<file path="config.mk">
export PLATFORM = sky130hd
export DESIGN_NAME = hazard_ctrl_unit_flat
export DESIGN_NICKNAME = d
export VERILOG_FILES = /design/src/rtl/hazard_ctrl_if.sv /design/src/rtl/hazard_ctrl_unit.sv /design/src/flat_wrapper.sv
export SDC_FILE = /design/constraint.sdc
export NUM_CORES = 1
export LEC_CHECK = 0
export BUFFER_PORTS_ARGS = -buffer_cell sky130_fd_sc_hd__buf_2
export CORE_MARGIN = 1
export CORE_UTILIZATION = 35
export CTS_CLUSTER_DIAMETER = 30
export DETAILED_ROUTE_END_ITERATION = 12
export PLACE_DENSITY_LB_ADDON = 0.25
export SYNTH_ARGS = -nofsm -noshare
export SYNTH_HDL_FRONTEND = slang
export SYNTH_SLANG_ARGS = --single-unit
</file>
<file path="constraint.sdc">
create_clock -name clk_i -period 2 [get_ports clk_i]
set_clock_uncertainty 0.15 [all_clocks]
set_input_delay 0.5 -clock clk_i [delete_from_list [all_inputs] [get_ports clk_i]]
set_output_delay 0.5 -clock clk_i [all_outputs]
set_load 0.005 [all_outputs]
</file>
<file path="src/rtl/hazard_ctrl_if.sv">
// Signal bundle between the ID-stage hazard controller and the pipeline datapath.
// The master side drives the hazard inputs; the slave side is the hazard controller.
interface hazard_ctrl_if #(
    parameter int REG_AW = 5,
    parameter int CNT_W  = 16
);
    logic              start_i;
    logic [REG_AW-1:0] id_rs_i;
    logic [REG_AW-1:0] id_rt_i;
    logic              id_use_rt_i;
    logic              idex_memread_i;
    logic [REG_AW-1:0] idex_rt_i;
    logic              branch_taken_i;
    logic              mem_busy_i;
    logic              pc_write_o;
    logic              ifid_write_o;
    logic              ifid_flush_o;
    logic              idex_flush_o;
    logic              pipe_hold_o;
    logic [CNT_W-1:0]  stall_cycles_o;

    modport master (
        output start_i, id_rs_i, id_rt_i, id_use_rt_i, idex_memread_i, idex_rt_i,
               branch_taken_i, mem_busy_i,
        input  pc_write_o, ifid_write_o, ifid_flush_o, idex_flush_o, pipe_hold_o,
               stall_cycles_o
    );

    modport slave (
        input  start_i, id_rs_i, id_rt_i, id_use_rt_i, idex_memread_i, idex_rt_i,
               branch_taken_i, mem_busy_i,
        output pc_write_o, ifid_write_o, ifid_flush_o, idex_flush_o, pipe_hold_o,
               stall_cycles_o
    );
endinterface

</file>
<file path="src/rtl/hazard_ctrl_unit.sv">
// ID-stage hazard controller: load-use stall bubbles, taken-branch IF/ID flush, memory-busy freeze.
// Optional stall-cycle performance counter enabled by defining HAZARD_PERF_EN.
module hazard_ctrl_unit #(
    parameter int REG_AW         = 5,
    parameter int LOAD_USE_STALL = 1,
    parameter int IGNORE_R0      = 1,
    parameter int CNT_W          = 16
) (
    input  logic          clk_i,
    input  logic          rst_i,
    hazard_ctrl_if.slave  bus
);

    typedef enum logic [1:0] {
        ST_IDLE  = 2'd0,
        ST_RUN   = 2'd1,
        ST_STALL = 2'd2
    } state_t;

    state_t     state_r;
    logic [2:0] cnt_r;

    logic match_rs_s;
    logic match_rt_s;
    logic dest_ok_s;
    logic hazard_s;
    logic pc_write_s;
    logic ifid_write_s;
    logic ifid_flush_s;
    logic idex_flush_s;
    logic pipe_hold_s;

    // Load-use hazard detection between the load in EX and the sources of the ID instruction
    always_comb begin
        match_rs_s = (bus.id_rs_i == bus.idex_rt_i);
        match_rt_s = bus.id_use_rt_i & (bus.id_rt_i == bus.idex_rt_i);
        if (IGNORE_R0 != 0) begin
            dest_ok_s = (bus.idex_rt_i != {REG_AW{1'b0}});
        end else begin
            dest_ok_s = 1'b1;
        end
        hazard_s = (state_r == ST_RUN) & bus.idex_memread_i & dest_ok_s & (match_rs_s | match_rt_s);
    end

    // Pipeline control outputs; a branch is dropped while a stall is pending since its operand is stale
    always_comb begin
        pc_write_s   = 1'b0;
        ifid_write_s = 1'b0;
        ifid_flush_s = 1'b1;
        idex_flush_s = 1'b1;
        pipe_hold_s  = 1'b0;
        if (!bus.start_i || (state_r == ST_IDLE)) begin
            pc_write_s   = 1'b0;
            ifid_write_s = 1'b0;
            ifid_flush_s = 1'b1;
            idex_flush_s = 1'b1;
            pipe_hold_s  = 1'b0;
        end else if (bus.mem_busy_i) begin
            pc_write_s   = 1'b0;
            ifid_write_s = 1'b0;
            ifid_flush_s = 1'b0;
            idex_flush_s = 1'b0;
            pipe_hold_s  = 1'b1;
        end else if ((state_r == ST_STALL) || hazard_s) begin
            pc_write_s   = 1'b0;
            ifid_write_s = 1'b0;
            ifid_flush_s = 1'b0;
            idex_flush_s = 1'b1;
            pipe_hold_s  = 1'b0;
        end else if (bus.branch_taken_i) begin
            pc_write_s   = 1'b1;
            ifid_write_s = 1'b1;
            ifid_flush_s = 1'b1;
            idex_flush_s = 1'b0;
            pipe_hold_s  = 1'b0;
        end else begin
            pc_write_s   = 1'b1;
            ifid_write_s = 1'b1;
            ifid_flush_s = 1'b0;
            idex_flush_s = 1'b0;
            pipe_hold_s  = 1'b0;
        end
    end

    // Control FSM with the remaining-bubble countdown; memory busy freezes both
    always_ff @(posedge clk_i) begin
        if (!rst_i) begin
            state_r <= ST_IDLE;
            cnt_r   <= 3'd0;
        end else if (!bus.start_i) begin
            state_r <= ST_IDLE;
            cnt_r   <= 3'd0;
        end else begin
            case (state_r)
                ST_IDLE: begin
                    state_r <= ST_RUN;
                    cnt_r   <= 3'd0;
                end
                ST_RUN: begin
                    if (bus.mem_busy_i) begin
                        state_r <= ST_RUN;
                        cnt_r   <= cnt_r;
                    end else if (hazard_s && (LOAD_USE_STALL > 1)) begin
                        state_r <= ST_STALL;
                        cnt_r   <= 3'(LOAD_USE_STALL - 1);
                    end else begin
                        state_r <= ST_RUN;
                        cnt_r   <= 3'd0;
                    end
                end
                ST_STALL: begin
                    if (bus.mem_busy_i) begin
                        state_r <= ST_STALL;
                        cnt_r   <= cnt_r;
                    end else if (cnt_r <= 3'd1) begin
                        state_r <= ST_RUN;
                        cnt_r   <= 3'd0;
                    end else begin
                        state_r <= ST_STALL;
                        cnt_r   <= cnt_r - 3'd1;
                    end
                end
                default: begin
                    state_r <= ST_IDLE;
                    cnt_r   <= 3'd0;
                end
            endcase
        end
    end

    assign bus.pc_write_o   = pc_write_s;
    assign bus.ifid_write_o = ifid_write_s;
    assign bus.ifid_flush_o = ifid_flush_s;
    assign bus.idex_flush_o = idex_flush_s;
    assign bus.pipe_hold_o  = pipe_hold_s;

`ifdef HAZARD_PERF_EN
    logic [CNT_W-1:0] stall_cnt_r;

    // Saturating count of running cycles in which the PC was held back
    always_ff @(posedge clk_i) begin
        if (!rst_i) begin
            stall_cnt_r <= {CNT_W{1'b0}};
        end else if (bus.start_i && (state_r != ST_IDLE) && !pc_write_s &&
                     (stall_cnt_r != {CNT_W{1'b1}})) begin
            stall_cnt_r <= stall_cnt_r + {{(CNT_W-1){1'b0}}, 1'b1};
        end else begin
            stall_cnt_r <= stall_cnt_r;
        end
    end

    assign bus.stall_cycles_o = stall_cnt_r;
`else
    assign bus.stall_cycles_o = {CNT_W{1'b0}};
`endif

endmodule

</file>
<file path="src/flat_wrapper.sv">
// flat-port wrapper written by rule: the top's interface ports become plain ports
module hazard_ctrl_unit_flat 
#(
    parameter int REG_AW         = 5,
    parameter int LOAD_USE_STALL = 1,
    parameter int IGNORE_R0      = 1,
    parameter int CNT_W          = 16
)
  (clk_i, rst_i, bus_start_i, bus_id_rs_i, bus_id_rt_i, bus_id_use_rt_i, bus_idex_memread_i, bus_idex_rt_i, bus_branch_taken_i, bus_mem_busy_i, bus_pc_write_o, bus_ifid_write_o, bus_ifid_flush_o, bus_idex_flush_o, bus_pipe_hold_o, bus_stall_cycles_o);
  hazard_ctrl_if #(.REG_AW(REG_AW), .CNT_W(CNT_W)) bus_i ();
  input  logic clk_i;
  input  logic rst_i;
  input wire logic [$bits(bus_i.start_i)-1:0] bus_start_i;
  input wire logic [$bits(bus_i.id_rs_i)-1:0] bus_id_rs_i;
  input wire logic [$bits(bus_i.id_rt_i)-1:0] bus_id_rt_i;
  input wire logic [$bits(bus_i.id_use_rt_i)-1:0] bus_id_use_rt_i;
  input wire logic [$bits(bus_i.idex_memread_i)-1:0] bus_idex_memread_i;
  input wire logic [$bits(bus_i.idex_rt_i)-1:0] bus_idex_rt_i;
  input wire logic [$bits(bus_i.branch_taken_i)-1:0] bus_branch_taken_i;
  input wire logic [$bits(bus_i.mem_busy_i)-1:0] bus_mem_busy_i;
  output wire logic [$bits(bus_i.pc_write_o)-1:0] bus_pc_write_o;
  output wire logic [$bits(bus_i.ifid_write_o)-1:0] bus_ifid_write_o;
  output wire logic [$bits(bus_i.ifid_flush_o)-1:0] bus_ifid_flush_o;
  output wire logic [$bits(bus_i.idex_flush_o)-1:0] bus_idex_flush_o;
  output wire logic [$bits(bus_i.pipe_hold_o)-1:0] bus_pipe_hold_o;
  output wire logic [$bits(bus_i.stall_cycles_o)-1:0] bus_stall_cycles_o;
  assign bus_i.start_i = bus_start_i;
  assign bus_i.id_rs_i = bus_id_rs_i;
  assign bus_i.id_rt_i = bus_id_rt_i;
  assign bus_i.id_use_rt_i = bus_id_use_rt_i;
  assign bus_i.idex_memread_i = bus_idex_memread_i;
  assign bus_i.idex_rt_i = bus_idex_rt_i;
  assign bus_i.branch_taken_i = bus_branch_taken_i;
  assign bus_i.mem_busy_i = bus_mem_busy_i;
  assign bus_pc_write_o = bus_i.pc_write_o;
  assign bus_ifid_write_o = bus_i.ifid_write_o;
  assign bus_ifid_flush_o = bus_i.ifid_flush_o;
  assign bus_idex_flush_o = bus_i.idex_flush_o;
  assign bus_pipe_hold_o = bus_i.pipe_hold_o;
  assign bus_stall_cycles_o = bus_i.stall_cycles_o;
  hazard_ctrl_unit #(.REG_AW(REG_AW), .LOAD_USE_STALL(LOAD_USE_STALL), .IGNORE_R0(IGNORE_R0), .CNT_W(CNT_W)) u_core (.clk_i(clk_i), .rst_i(rst_i), .bus(bus_i));
endmodule
</file>
# Yosys cells after proc, flatten, opt, wreduce, memory -nomap -nowiden
# Index checks and enable logic that the tools add are counted.
# op_classes
addsub	1
order_cmp	1
n_eq_ne	6
n_mux	19
bitwise_logic	5
n_reduce_logical	8
# ops
operator	n
1-bit two-way mux	12
5-bit equality test	2
3-bit two-way mux	3
3-bit one-hot mux with 2 select lines	1
5-bit nonzero test	1
1-bit AND	4
2-bit two-way mux	2
2-bit != test, second input constant	2
2-bit one-hot mux with 2 select lines	1
2-bit AND reduction	2
3-bit by 1-bit <= comparator with 1-bit output, second input constant	1
3-bit by 1-bit subtractor with 3-bit output, second input constant	1
2-bit by 1-bit equality test with 1-bit output, second input constant	1
2-bit equality test, second input constant	1
2-bit zero test	1
1-bit logical OR	2
2-bit OR reduction	1
1-bit zero test	1
1-bit OR	1
# totals
ff_bits	5
inputBits	22
output_inout_bits	21
wordCells	42

# Longest topological paths before layout
# depth
depth_word	8
mapped_depth	6
ltp_nobuf	6

# Worst setup path before layout
# OpenSTA, ideal clock, no wires.
# synth_path
path_type	input port to output port
from	in bus_idex_rt_i[1]
to	out bus_pc_write_o
t_arrival_ns	1.550
slack_ns	-0.200
path_stages	5
n_path_buf	1
cell_sequence	or4_4 -> o21ai_2 -> inv_1 -> a21oi_1 -> buf_4
# synth_via
elab_chain_len	8
word_cells_on_any_way	11
classes_between	2 x eq/ne; 3 x mux; 4 x bitwise; 2 x reduce/logical
# synth_rtl
item	line_no	text
start: declaration	flat_wrapper.sv:18	input wire logic [$bits(bus_i.idex_rt_i)-1:0] bus_idex_rt_i;
5-bit equality test	hazard_ctrl_unit.sv:36	match_rt_s = bus.id_use_rt_i & (bus.id_rt_i == bus.idex_rt_i);
1-bit AND	hazard_ctrl_unit.sv:36	
1-bit OR	hazard_ctrl_unit.sv:42	hazard_s = (state_r == ST_RUN) & bus.idex_memread_i & dest_ok_s & (match_rs_s | match_rt_s);
1-bit AND *	hazard_ctrl_unit.sv:42	
1-bit logical OR *	hazard_ctrl_unit.sv:64	end else if ((state_r == ST_STALL) || hazard_s) begin
1-bit two-way mux * (3 in series)	-	
end: declaration	flat_wrapper.sv:21	output wire logic [$bits(bus_i.pc_write_o)-1:0] bus_pc_write_o;
# Every way passes the cells marked *; elsewhere a longest branch is shown, timed or not.

# Worst setup path in the final report
# layout_path
from	in bus_idex_rt_i[4]
to	out bus_idex_flush_o
# layout_via
elab_chain_len	8
word_cells_on_any_way	11
classes_between	2 x eq/ne; 3 x mux; 4 x bitwise; 2 x reduce/logical
# layout_rtl
item	line_no	text
5-bit equality test	hazard_ctrl_unit.sv:36	
1-bit AND	hazard_ctrl_unit.sv:36	
1-bit OR	hazard_ctrl_unit.sv:42	
1-bit AND *	hazard_ctrl_unit.sv:42	
1-bit logical OR *	hazard_ctrl_unit.sv:64	
1-bit two-way mux *	hazard_ctrl_unit.sv:64	
1-bit two-way mux *	hazard_ctrl_unit.sv:58	end else if (bus.mem_busy_i) begin
1-bit two-way mux *	hazard_ctrl_unit.sv:52	if (!bus.start_i || (state_r == ST_IDLE)) begin
end: declaration	flat_wrapper.sv:24	output wire logic [$bits(bus_i.idex_flush_o)-1:0] bus_idex_flush_o;
# Marks and branches as above.

==> impl_metrics.csv <==
group,metric,value,unit
synth,synth.area.top_cells,"buf_4, dfxtp_1, xnor2_1, a21oi_1, ha_1",
min_path,hold_class,"flop to flop",
setup_path,critPathMaxStageDelay,520,ps
sta,finalHoldViolations,0,
cells_and_area,area_growth,27.4,%
setup_path,crit_arrival,1680,ps
floorplan,io_pins,43,
setup_path,path_buf_inv,2,
floorplan,row_count,14,
floorplan,die_h,42.7,um
drt,ant_nets,0,
drt,wl_per_cell,8.63,um
placement,hpwl,941,um
clock_tree,cts_hold_buf,0,
setup_path,worst-path-stages,6,
floorplan,start_util,38.1,%
power,max-vdd-ir-drop,217,uV
synth,synthCells,79,
floorplan,dieArea,1830,sq um
placement,placed_cells,124,
synth,synth-warning-count,0,
sta,setup_slack,-327,ps
setup_path,slowest_stage,"or4_4",
setup_path,worstSetupPathType,"input pin to output port",
clock_tree,clockBufferDepth,2,
synth,ys_ff_latch,5,
cells_and_area,diodes,0,
drt,vias,568,
grt,antenna_found_initial,0,
cells_and_area,finalCoreUtilization,48.5,%
synth,syn_area_per_cell,7.35,sq um
cells_and_area,nets,137,
cells_and_area,final_area,739,sq um
power,pwr_density_cell,422,nW/um^2
setup_path,cp-end-kind,"output port",
cells_and_area,fillers,157,
status,status,"complete, but fails checks",
synth,synth_area_leader_cell,"buf_4",
grt,grt_pass1_vias,453,
placement,port-buffer-count,26,
status,violations,"setup timing",
clock_tree,insertion_delay,250,ps
synth,yosysTopAreaCellShare,22.0,%
setup_path,crit_chain,"buf_6 > or4_4 > o21ai_2 > nor2_1 > a211o_1 > buf_2",
floorplan,core_area,1520,sq um
clock_tree,htreeDepth,1,
grt,grtUsageTotal,13.2,%
drt,wl,1100,um
setup_path,crit_family,"simple AND/OR/NAND/NOR gates",
sta,drv_slew,0,
sta,finalSetupViolations,4,
sta,fmaxAchievable,0.430,GHz
clock_tree,path_clk_slew,50,ps
synth,syn_area,581,sq um
cells_and_area,finalNonFillerCells,128,
drt,drc,0,
drt,firstDrtPassIters,4,
placement,globalplace.congestion,0.709,
setup_path,cp-start-kind,"input pin",
placement,place_area,701,sq um
clock_tree,cts_inserted_buffers,3,
drt,drtIter0Drc,4,
setup_path,path_max_fanout,2,
setup_path,required,1350,ps
sta,min_period,2330,ps
sta,rsz0062_at_grt,"yes",
grt,grt_pass1_wl,1780,um
grt,grt_overflow_total,0,
synth,ys_seq_area_share,17.2,%
flow_run,maxCapViolCount,0,
power,report.power.total,0.312,mW
floorplan,die_w,42.7,um
power,p_leak,0.350,nW
clock_tree,cts_root_buf,"clkbuf_4",
cells_and_area,drive_above_1_share,33.9,%
setup_path,r2r_cells,6,
clock_tree,cts_tree,"done",
clock_tree,clock-sinks,5,
placement,place_ws,-376,ps
drt,drt-vias-per-instance,4.44,
min_path,worstHoldPathCells,2,
grt,grt_max_degree,7,
sta,period_share,116,%
synth,synth_cell_types,25,
## flip-flops by register name (all words and copies together), names as in the netlist
name            count
u_core.state_r      2
u_core.cnt_r        3
## stage by stage
stage	setup TNS [ps]	hold slack (ps)
final	-1220	329
after global routing	-1460	368
after CTS	-1370	329
after detailed placement	-1390	321
after global placement	-1360	311
after floorplan	-340	300
## power by group
part,leakage (nW),internal [mW],switching (mW)
clock network,0.0150,0.0756,0.0444
logic,0.295,0.0477,0.0417
registers,0.0405,0.101,0.00124
## layer usage
metal / wire (um) / global-route usage, %
met4: 27 / 7.50
met1: 446 / 14.3
met2: 511 / 20.6
met3: 119 / 6.81
met5: 0 / 0
## logic make-up after synthesis
logic type	after synthesis	share of synthesized area, %
DFF	5	17.2
and+or+nand+nor	22	19.2
buffers and inverters	23	25.9
xor gates and xnor gates	10	15.1
AOI/OAI and AO/OA	15	16.0
adders and majority gates	2	4.31
other	1	0.646
muxes	1	1.72
## path summary, 6_finish.rpt
path	start	to	slack (ps)
worst max register to register	u_core.cnt_r[1]	u_core.cnt_r[2]	410
worst min register to register	u_core.cnt_r[2]	u_core.cnt_r[2]	330
worst max-delay path	bus_idex_rt_i[4]	bus_idex_flush_o	-330
worst min-delay path	u_core.cnt_r[2]	u_core.cnt_r[2]	330
## worst min-delay path, stage by stage (launching register included)
cell     delay [ps]
dfxtp_1         300
o21ai_0          70
a21oi_1          60
## cell usage after synthesis
cell type / n
nand4_1: 1
inv_1: 6
nor3_1: 1
nand3_1: 2
nor2_1: 6
o21bai_1: 1
a211oi_1: 1
nor2b_1: 2
dfxtp_1: 5
and3_1: 1
a22oi_1: 1
nand2b_1: 3
mux2i_1: 1
ha_1: 2
o22ai_1: 1
nand2_1: 5
xnor2_1: 10
a21oi_1: 5
or4_4: 1
conb_1: 1
o21ai_0: 3
buf_4: 17
a31oi_1: 1
o21ai_2: 1
a211o_1: 1
## timing repair
action,4_1_cts,5_1_grt
pin swaps,4,4
endpoints found under the setup margin,4,4
setup buffers,0,0
gates resized for setup,2,2
## cells in the final DEF, fill, tap and decap left out, drive strengths merged
master  instances
a22oi           1
nand4           1
or4             1
xnor2          10
o21ai           4
conb           16
nand3           2
nand2           5
nand2b          3
o21bai          1
a211o           1
ha              2
and3            1
a211oi          1
o22ai           1
a21oi           5
nor2            6
inv             6
buf            31
nor2b           2
clkbuf          4
a31oi           1
dfxtp           5
nor3            1
mux2i           1
## area by class of cell
cell class | count | area [sq um] | share of cell area, %
Tap cell | 16 | 20.0 | 2.71
Timing Repair Buffer | 31 | 180 | 24.4
Multi-Input combinational cell | 66 | 390 | 52.8
Clock buffer | 4 | 26.3 | 3.55
Sequential cell | 5 | 100 | 13.5
Inverter | 6 | 22.5 | 3.05
Note: power is estimated with default switching activity, not from simulation.
